$ cat config.mk
export PLATFORM = sky130hd
export DESIGN_NAME = write_back_stage
export DESIGN_NICKNAME = d
export VERILOG_FILES = /design/src/rtl/mips_pkg.sv /design/src/rtl/mem_wb_reg.sv /design/src/rtl/write_back_stage.sv
export SDC_FILE = /design/constraint.sdc
export NUM_CORES = 1
export LEC_CHECK = 0
export CELL_PAD_IN_SITES_DETAIL_PLACEMENT = 0
export CELL_PAD_IN_SITES_GLOBAL_PLACEMENT = 1
export CORE_MARGIN = 5
export CORE_UTILIZATION = 30
export DETAILED_ROUTE_END_ITERATION = 7
export HOLD_SLACK_MARGIN = 0.02
export PLACE_DENSITY = 0.85
export SLEW_MARGIN = 30
export SYNTH_ARGS = -nofsm -noshare
export SYNTH_HDL_FRONTEND = slang
export SYNTH_SLANG_ARGS = --single-unit
$ cat constraint.sdc
create_clock -name clk -period 1.5 [get_ports clk]
set_input_delay 0.225 -clock clk [delete_from_list [all_inputs] [get_ports clk]]
set_output_delay 0.225 -clock clk [all_outputs]
set_load 0.05 [all_outputs]
$ cat src/rtl/mips_pkg.sv
// ============================================================================
// Module : mips_pkg
// Shared datapath widths, register IDs and write-back select encodings.
// Rev    : 1.0 - initial release
// ============================================================================
`default_nettype none

package mips_pkg;

    localparam int DATA_W     = 32;
    localparam int REG_ADDR_W = 5;
    localparam int CNT_W      = 32;

    localparam logic [4:0] REG_ZERO = 5'd0;
    localparam logic [4:0] REG_RA   = 5'd31;

    typedef enum logic [1:0] {
        WB_SEL_ALU  = 2'd0,
        WB_SEL_MEM  = 2'd1,
        WB_SEL_LINK = 2'd2
    } wb_sel_e;

    // Link takes precedence over MemtoReg (jal/jalr never load).
    function automatic wb_sel_e wb_sel_decode(input logic link, input logic memtoreg);
        if (link) begin
            return WB_SEL_LINK;
        end else if (memtoreg) begin
            return WB_SEL_MEM;
        end
        return WB_SEL_ALU;
    endfunction

endpackage

`default_nettype wire

$ cat src/rtl/mem_wb_reg.sv
// ============================================================================
// Module : mem_wb_reg
// MEM/WB flop bank with flush-over-stall priority and asynchronous reset.
// Rev    : 1.0 - initial release
// ============================================================================
`default_nettype none

module mem_wb_reg #(
    parameter int DATA_W     = 32,
    parameter int REG_ADDR_W = 5
) (
    input  logic                  clk,
    input  logic                  rst_n,
    input  logic                  i_stall,
    input  logic                  i_flush,
    input  logic                  i_valid,
    input  logic                  i_regwrite,
    input  logic [REG_ADDR_W-1:0] i_dest,
    input  logic [DATA_W-1:0]     i_data,
    output logic                  o_valid,
    output logic                  o_regwrite,
    output logic [REG_ADDR_W-1:0] o_dest,
    output logic [DATA_W-1:0]     o_data
);

    logic                  r_valid;
    logic                  r_regwrite;
    logic [REG_ADDR_W-1:0] r_dest;
    logic [DATA_W-1:0]     r_data;

    always_ff @(posedge clk or negedge rst_n) begin
        if (!rst_n) begin
            r_valid    <= 1'b0;
            r_regwrite <= 1'b0;
            r_dest     <= '0;
            r_data     <= '0;
        end else if (i_flush) begin
            r_valid    <= 1'b0;
            r_regwrite <= 1'b0;
            r_dest     <= '0;
            r_data     <= '0;
        end else if (!i_stall) begin
            r_valid    <= i_valid;
            r_regwrite <= i_regwrite;
            r_dest     <= i_dest;
            r_data     <= i_data;
        end
    end

    assign o_valid    = r_valid;
    assign o_regwrite = r_regwrite;
    assign o_dest     = r_dest;
    assign o_data     = r_data;

endmodule

`default_nettype wire

$ cat src/rtl/write_back_stage.sv
// ============================================================================
// Module : write_back_stage
// MEM/WB register, write-back data select, $zero suppression, retire counter.
// Rev    : 1.0 - initial release
// ============================================================================
`default_nettype none

module write_back_stage
    import mips_pkg::*;
#(
    parameter int DATA_W     = mips_pkg::DATA_W,
    parameter int REG_ADDR_W = mips_pkg::REG_ADDR_W,
    parameter int CNT_W      = mips_pkg::CNT_W
) (
    input  logic                  clk,
    input  logic                  rst_n,
    input  logic                  stall_i,
    input  logic                  flush_i,
    input  logic                  valid_mem,
    input  logic                  RegWrite_mem,
    input  logic                  MemtoReg_mem,
    input  logic                  Link_mem,
    input  logic [REG_ADDR_W-1:0] dest_mem,
    input  logic [DATA_W-1:0]     alu_result_mem,
    input  logic [DATA_W-1:0]     read_data_mem,
    input  logic [DATA_W-1:0]     pc_plus8_mem,
    output logic                  RegWrite,
    output logic [REG_ADDR_W-1:0] WriteRegisterID,
    output logic [DATA_W-1:0]     WriteData,
    output logic                  wb_valid,
    output logic [CNT_W-1:0]      retired_count
);

    wb_sel_e               w_sel;
    logic [DATA_W-1:0]     w_sel_data;
    logic                  w_wb_valid;
    logic                  w_wb_regwrite;
    logic [REG_ADDR_W-1:0] w_wb_dest;
    logic [DATA_W-1:0]     w_wb_data;
    logic                  w_retire;
    logic [CNT_W-1:0]      r_retired;

    // Select before the register so WriteData leaves straight from a flop.
    always_comb begin
        w_sel      = wb_sel_decode(Link_mem, MemtoReg_mem);
        w_sel_data = alu_result_mem;
        case (w_sel)
            WB_SEL_MEM:  w_sel_data = read_data_mem;
            WB_SEL_LINK: w_sel_data = pc_plus8_mem;
            default:     w_sel_data = alu_result_mem;
        endcase
    end

    mem_wb_reg #(
        .DATA_W     (DATA_W),
        .REG_ADDR_W (REG_ADDR_W)
    ) u_mem_wb_reg (
        .clk        (clk),
        .rst_n      (rst_n),
        .i_stall    (stall_i),
        .i_flush    (flush_i),
        .i_valid    (valid_mem),
        .i_regwrite (RegWrite_mem),
        .i_dest     (dest_mem),
        .i_data     (w_sel_data),
        .o_valid    (w_wb_valid),
        .o_regwrite (w_wb_regwrite),
        .o_dest     (w_wb_dest),
        .o_data     (w_wb_data)
    );

    assign w_retire = valid_mem & ~stall_i & ~flush_i;

    always_ff @(posedge clk or negedge rst_n) begin
        if (!rst_n) begin
            r_retired <= '0;
        end else if (w_retire) begin
            r_retired <= r_retired + CNT_W'(1);
        end
    end

    assign RegWrite        = w_wb_valid & w_wb_regwrite &
                             (w_wb_dest != REG_ADDR_W'(REG_ZERO));
    assign WriteRegisterID = w_wb_dest;
    assign WriteData       = w_wb_data;
    assign wb_valid        = w_wb_valid;
    assign retired_count   = r_retired;

endmodule

`default_nettype wire
======== Yosys cells after proc, flatten, opt, wreduce, memory -nomap -nowiden ========
Cells that the tools add are included.
storage, ports and cells
  logic and storage cells ................. 30
  register bits after elaboration ......... 71
  output and inout port bits .............. 71
  bits of input ports ..................... 109
operators by class
  $add $sub $neg .......................... 1
  bitwise gates (word level) .............. 6
  reductions and logical operators ........ 1
  muxes and demuxes ....................... 14
  equal/unequal tests ..................... 3
operators by type and width
  operator                                                               count
  32-bit 2-to-1 mux                                                      2
  32-bit one-hot mux with 2 select lines                                 1
  32-bit by 1-bit adder with 32-bit output, second input constant        1
  5-bit 2-to-1 mux                                                       2
  1-bit 2-to-1 mux                                                       6
  2-bit 2-to-1 mux                                                       3
  5-bit nonzero test                                                     1
  1-bit bitwise AND                                                      4
  2-bit by 1-bit equality test with 1-bit output, second input constant  1
  2-bit equality test, second input constant                             1
  2-bit by 1-bit != test with 1-bit output, second input constant        1
  1-bit inverter                                                         2

======== Longest topological paths before layout ========
Gate-level depths: netlist of run 1.
  word-level depth ........................ 7
  gate-level depth with buffers ........... 6
  gate-level depth less buffers ........... 5

======== Modules after synthesis ========
Synthesis of run 1 repeated with hierarchy kept, for this count alone.
second synthesis, totals
  cells, all modules ...................... 363
  area, all modules ....................... 3783.6 µm²
by module, submodules not included
  module            area an instance (µm²)  instances  cells an instance  seq. area each (µm²)
  write_back_stage  2188.3                  1          237                800.8
  mem_wb_reg        1595.3                  1          126                975.9

======== Worst setup path after synthesis of run 1 ========
OpenSTA, ideal clock, no wires.
  path type ............................... register to register
  start ................................... reg r_retired[5], in the netlist retired_count[5]
  end ..................................... reg r_retired[31], in the netlist retired_count[31]
  arrival ................................. 1.722 ns
  buffers on the path ..................... 0
  setup time .............................. 0.082 ns
  setup slack ............................. -0.304 ns
  clock period less this slack ............ 1.804 ns
  required time ........................... 1.418 ns
  cell stages (with the launch flop) ...... 5
  path through ............................ dfrtp_1 and4_2 nand4_4 nor4_1 xor2_1
on the way
  longest elaborated chain between the ends .. 1
RTL lines
  what                                      RTL line                RTL
  from (decl)                               write_back_stage.sv:41  logic [CNT_W-1:0] r_retired;
  from (signal assigned)                    write_back_stage.sv:78  r_retired <= r_retired + CNT_W'(1);
  32-bit by 1-bit adder with 32-bit output  write_back_stage.sv:78
No other way between the ends.
A chain may end at the register's enable or synchronous reset.

======== Final worst setup path of run 1 ========
  start ................................... reg u_mem_wb_reg.r_dest[1], in the netlist u_mem_wb_reg.o_dest[1]
  end ..................................... out RegWrite
on the way
  longest elaborated chain between the ends .. 2
RTL lines
  what                    RTL line                RTL
  from (decl)             mem_wb_reg.sv:28        logic [REG_ADDR_W-1:0] r_dest;
  from (signal assigned)  mem_wb_reg.sv:45        r_dest <= i_dest;
  5-bit nonzero test      write_back_stage.sv:83  (w_wb_dest != REG_ADDR_W'(REG_ZERO));
  1-bit bitwise AND       write_back_stage.sv:82  assign RegWrite = w_wb_valid & w_wb_regwrite &
  to (decl)               write_back_stage.sv:27  output logic RegWrite,
No other way between the ends.

==> results of run 1 <==
-- cells in the final DEF, fill, tap and decap left out, types with 2 or more instances in the layout --
master	synthesis	layout
and2_1	4	3
and3_1	3	2
and4_4	0	4
buf_12	0	43
buf_2	6	3
buf_4	0	76
buf_6	0	2
bufinv_16	0	2
clkbuf_16	0	9
clkbuf_8	0	3
clkdlybuf4s50_1	0	103
dfrtp_1	71	44
dfrtp_2	0	27
mux2i_1	70	70
nand2_1	46	44
nand2_4	0	2
nand3_1	10	10
nand4_1	5	5
nand4_4	1	4
nor2_1	44	43
nor3_2	0	2
nor4_4	0	8
o21ai_0	32	32
xnor2_1	14	14
xor2_1	17	17
-- flip-flops by register name, summed over array words and instances, names as in the netlist --
register                 count
u_mem_wb_reg.o_regwrite      1
retired_count               32
u_mem_wb_reg.o_data         32
u_mem_wb_reg.o_valid         1
u_mem_wb_reg.o_dest          5
-- how the worst max path moves through the flow --
stage,endpoint,depth (start not counted)
global placement,retired_count[22]$_DFFE_PN0P_,5
CTS,RegWrite,3
global route,RegWrite,3
floorplan,retired_count[22]$_DFFE_PN0P_,6
finish,RegWrite,3
detailed placement,retired_count[22]$_DFFE_PN0P_,5
-- critical path, delay by kind of cell (launching register included) --
family	cells	cell delay [ps]
flip-flops	1	400
AND/OR/NAND/NOR	1	380
AO/OA/AOI/OAI	1	320
buffers and inverters	1	150
-- power breakdown --
| part | switching (mW) | internal (mW) | leakage, nW |
|---|---|---|---|
| Clock | 0.764 | 1.59 | 0.166 |
| Combinational | 0.941 | 0.887 | 2.33 |
| Sequential | 0.0875 | 2.05 | 0.914 |
| Total | 1.79 | 4.53 | 3.41 |
-- area by class of cell --
type                       count  area, sq um  area share [%]
tap                          168          210            3.02
timing repair buffer         230         2540            36.4
inverter                       1         3.75          0.0539
clock buffer                  13          270            3.88
multi-input combinational    274         2070            29.7
clock inverter                 3         65.1           0.934
sequential                    71         1810            26.0
-- cell families after synthesis --
group	count (synthesis)	synth area share, %
adders and majority gates	1	0.338
muxes	71	19.2
and+or+nand+nor	136	17.9
xor gates and xnor gates	31	7.34
DFF	71	48.0
buffers and inverters	22	2.43
AOI/OAI and AO/OA	34	4.73
-- timing repair --
action | CTS | global route
pin swaps | 6 | 16
gates cloned | 1 | 0
endpoints found under the hold margin | 29 | 0
endpoints found under the setup margin | 9 | 14
hold buffers | 1 | 0
gates resized for setup | 11 | 23
setup buffers | 3 | 8
-- layer usage --
metal,GRT usage [%],vias up,wire (microns),share of wire [%]
met2,27.8,135,6260,50
li1,-,1716,-,-
met1,19.6,1711,5110,41
met5,0,-,0,0
met4,4.32,0,128,1.0
met3,4.66,9,939,7.6
==> metrics.md, run 1 <==
| Metric | Value |
|---|---|
| Clock-pin slew on the worst setup and hold paths | 60 ps |
| Final Max Tran Viols | 0 |
| Post-synthesis sequential element count | 71 |
| Failing checks | negative setup slack |
| CP peak stage delay | 400 ps |
| Initial antenna violation count | 0 |
| Die width | 121 microns |
| CTS tree | built |
| Num CTS Buffers | 9 |
| Vias | 3571 |
| Detailed Place HPWL | 9410 microns |
| Number of global-route vias before repair | 3642 |
| Reg2Reg Capture Point | retired_count[29]$_DFFE_PN0P_ |
| Io pins | 180 |
| Post-Syn Nets | 476 |
| Post-synth top area share | 48.0% |
| Core ar. | 12100 sq um |
| Wire per inst | 16.4 microns |
| Detail Route Antenna Nets | 0 |
| Critical Path Source | u_mem_wb_reg.o_dest[1]$_DFFE_PN0P_ |
| Port Buffers | 179 |
| Top cells by area, synth | dfrtp_1 (48%), mux2i_1 (19%), nand2_1 (4.7%), nor2_1 (4.5%), o21ai_0 (4.3%) |
| Worst Path Arrival | 1570 ps |
| Fmax achieved | 558 MHz |
| Wirelength, routed | 12400 microns |
| Largest net degree at the start of global routing | 65 |
| Synth Cell Area | 3700 sq um |
| Setup violations, final | 1 |
| DRC Markers | 0 |
| Number of flops mapped to enable cells by yosys | 0 |
| Die area | 14700 sq um |
| Starting Density | 30.7% |
| # diodes | 0 |
| Synth warnings | 0 |
| Worst slew margin | 71.1% |
| Lkg Pwr | 3.41 nW |
| Clk root buf | clkbuf_16 |
| Crit-path slowest cell | dfrtp_2 |
| Cell taking the most area after synthesis | dfrtp_1 |
| Most used DFF post-synth | dfrtp_1 |
| Crit share post-route | 119% |
| Gr usage total | 16.1% |
| Power consumption | 6.32 mW |
| Placed instance count | 731 |
| Power Dens Cells | 908 nW/um^2 |
| Skew-Pair Late Insertion Delay | 320 ps |
| Worst Reg-to-Reg Cells | 6 |
| Share of cells above drive strength 1 | 33.1% |
| Area growth from synthesis to layout | 88.2% |
| Slew @ Worst Pin | 433 ps |
| Syn_area_per_cell | 10.1 sq um |
| Maximum fanout along the worst path | 2 |
| Pre-CTS setup slack | -378 ps |
| Die Y-Extent | 121 microns |
| # rows | 40 |
| Clk sinks | 71 |
| VDD IR max | 627 uV |
| Nets | 697 |
| Sequential fraction of the synthesis area | 48.0% |
| RD Place Congestion | 0.764 |
| Core Util, Final | 57.7% |
| Worst R2R Start | retired_count[7]$_DFFE_PN0P_ |
| GRT overflow | 0 |
| Final hold violations | 0 |
| Post-DR vias/cell | 4.70 |
| Status | finished with violations |
| Yosys cell types | 29 |
| Most common cell in the synthesized netlist | dfrtp_1 |
| Worst-path cell chain | or3_1 -> o311a_4 -> buf_6 |
| CP Capture Type | output pin |
| TritonRoute pass-1 iters | 6 |
| Reg2reg setup slack | 20 ps |
| Maxcap violations | 0 |
| Design area | 6960 sq um |
| Worst setup path class | flop to output pin |
| Async set-reset flop share out of synthesis | 100% |
| WHS | 382 ps |
| CTS H-tree depth | 3 |
| DRT iter0 DRCs | 114 |
| Setup TNS | -292 ps |
| Setup ws final | -292 ps |
| Syn Inst Count | 366 |
| Worst Path Required | 1270 ps |
| Min Tclk post-route | 1790 ps |
| Startpoint types | flop |
| Fill count | 1027 |
| Area post-placement | 6340 sq um |
| Worst hold path type | input pin to asynchronous set/reset pin |
| Final std cells w/o fill | 760 |
| Post-synth top cells | dfrtp_1 (71), mux2i_1 (70), nand2_1 (46) |
| First-pass GRT wire length | 19000 microns |
| Max Clock Skew | 6.04 ps |
| Unrepaired setup endpoints after global routing | yes |
| Maximum clock insertion buffer count | 2 |
Power figures use the tool's default switching activity.
==> run 2: changes to the inputs <==
--- a/config.mk
+++ b/config.mk
@@ -10,7 +10,7 @@
 export CORE_MARGIN = 5
 export CORE_UTILIZATION = 30
 export DETAILED_ROUTE_END_ITERATION = 7
-export HOLD_SLACK_MARGIN = 0.02
+export HOLD_SLACK_MARGIN = 0.15
 export PLACE_DENSITY = 0.85
 export SLEW_MARGIN = 30
 export SYNTH_ARGS = -nofsm -noshare
==> constraint.sdc (replaced) <==
create_clock -name clk -period 1.9 [get_ports clk]
set_input_delay 0.285 -clock clk [delete_from_list [all_inputs] [get_ports clk]]
set_output_delay 0.285 -clock clk [all_outputs]
set_load 0.05 [all_outputs]
==> metrics.md, run 2 (synthesis gave the netlist of run 1 again) <==
| Metric | Value |
|---|---|
| Final hold violations | 0 |
| Fill count | 1108 |
| Largest net degree at the start of global routing | 41 |
| Placed instance count | 705 |
| Die Y-Extent | 121 microns |
| Wirelength, routed | 11400 microns |
| Leading cell type in the layout, fill and taps excluded | clkdlybuf4s50_1 |
| Slew @ Worst Pin | 543 ps |
| Most frequent cells in the layout | clkdlybuf4s50_1 (149), dfrtp_1 (71), mux2i_1 (70) |
| Vias | 3391 |
| Clk root buf | clkbuf_16 |
| Initial antenna violation count | 0 |
| CTS tree | built |
| Post-CTS Setup Repair Bufs | 0 |
| Worst hold path type | input pin to flop |
| Wire per inst | 15.8 microns |
| CTS H-tree depth | 3 |
| Setup ws final | 39.6 ps |
| Maximum clock insertion buffer count | 2 |
| Power consumption | 4.79 mW |
| Worst Path Arrival | 1580 ps |
| Design area | 6060 sq um |
| First-pass GRT wire length | 18300 microns |
| Core ar. | 12100 sq um |
| Share of cells above drive strength 1 | 10.6% |
| Worst slew margin | 63.7% |
| Worst setup path class | flop to output pin |
| Io pins | 180 |
| Met3 wire len | 1010 microns |
| Maximum fanout along the worst path | 3 |
| Status | finished clean |
| Post-DR vias/cell | 4.70 |
| Nets | 659 |
| Sw Share | 29.0% |
| Register share of total power | 35.5% |
| Die area | 14700 sq um |
| Clk sinks | 71 |
| Net Sw Power | 1.39 mW |
| Detail Route Antenna Nets | 0 |
| # rows | 40 |
| Port Buffers | 179 |
| Final Max Tran Viols | 0 |
| TritonRoute pass-1 iters | 4 |
| Clock Power Share | 40.4% |
| Startpoint types | flop |
| Comb pwr share | 24.1% |
| Final std cells w/o fill | 722 |
| WHS | 483 ps |
| Fmax achieved | 538 MHz |
| VDD IR max | 377 uV |
| Min Tclk post-route | 1860 ps |
| CP Capture Type | output pin |
| Met2 WL | 5320 microns |
| Skew-Pair Late Insertion Delay | 330 ps |
| Maxcap violations | 0 |
| GRT overflow | 0 |
| DRC Markers | 0 |
| Starting Density | 30.7% |
| Setup violations, final | 0 |
| Die width | 121 microns |
| Max Clock Skew | 9.02 ps |
| Pre-CTS setup slack | 25.6 ps |
| Unrepaired setup endpoints after global routing | yes |
| Met1 wire length | 4950 microns |
| Worst R2R Start | retired_count[9]$_DFFE_PN0P_ |
| Int Power | 3.40 mW |
| Number of global-route vias before repair | 3537 |
| Area post-placement | 5690 sq um |
| Worst Path Required | 1620 ps |
| Clock-pin slew on the worst setup and hold paths | 60 ps |
| Area growth from synthesis to layout | 63.8% |
| Hold path start | stall_i |
| # diodes | 0 |
| Crit share post-route | 97.9% |
| Detailed Place HPWL | 8770 microns |
| Power Dens Cells | 790 nW/um^2 |
| Lkg Pwr | 2.95 nW |
| Critical Path Source | u_mem_wb_reg.o_dest[1]$_DFFE_PN0P_ |
| DR top layer | met4 |
| Gr usage total | 15.6% |
| Num CTS Buffers | 9 |
| RD Place Congestion | 0.806 |
| DRT iter0 DRCs | 134 |
run 2: cell types whose count changed in the layout (fill, tap and decap cells not counted), sizes merged:
cell           change
nand4              -1
clkbuf             -4
clkdlybuf4s50     +46
buf               -89
clkinvlp           +1
dlymetal6s2s       +6
clkinv             +1
bufinv             +1
inv                +1
run 2: timing repair:
item | CTS | global route
resized for setup | 0 | 8
hold buffers | 1 | 0
setup endpoints to repair | 0 | 8
hold endpoints to repair | 32 | 0
run 2: metrics by stage:
step	setup TNS (ps)	utilization (%)
floorplan	0	-
detailed placement	0	47.1
global route	-20.9	50.3
CTS	0	50.1
global placement	0	47.1
finish	0	50.3
run 2: cell type report:
type	count	area (sq um)	area share [%]
Tap cell	168	210	3.47
Timing Repair Buffer	193	1890	31.2
Inverter	1	3.75	0.0619
Sequential cell	71	1780	29.3
Clock buffer	9	225	3.72
Multi-Input combinational cell	273	1830	30.2
Clock inverter	7	120	1.98
run 2: final timing paths:
path                       cells past startpoint  slack [ps]                             endpoint
max in group asynchronous                      3         880   u_mem_wb_reg.o_data[5]$_DFFE_PN0P_
min in group asynchronous                      2         490  u_mem_wb_reg.o_data[10]$_DFFE_PN0P_
max                                            3          40                             RegWrite
min reg2reg                                    1         490        retired_count[29]$_DFFE_PN0P_
min                                            4         480     u_mem_wb_reg.o_valid$_DFFE_PN0P_
max reg2reg                                    4         190        retired_count[27]$_DFFE_PN0P_
run 2: power groups by stage:
stage          sequential (mW)  clock [mW]  combinational, mW
2_1_floorplan             2.06           0              0.284
3_3_place_gp              1.73           0               1.16
3_5_place_dp              1.73           0               1.17
4_1_cts                   1.70        1.99               1.17
5_1_grt                   1.72        2.05               1.24
6_report                  1.70        1.93               1.15
run 2: worst max-delay path: stages (launching register included):
cell and delay, ps:
dfrtp_1 400, or3_1 380, o311a_1 310, buf_6 160
run 2: routing by layer:
metal  track usage, %  vias to the layer above
li1                 -                     1636
met1             19.8                     1624
met2             25.5                      122
met3             4.90                        9
met4             4.39                        0
met5                0                        -
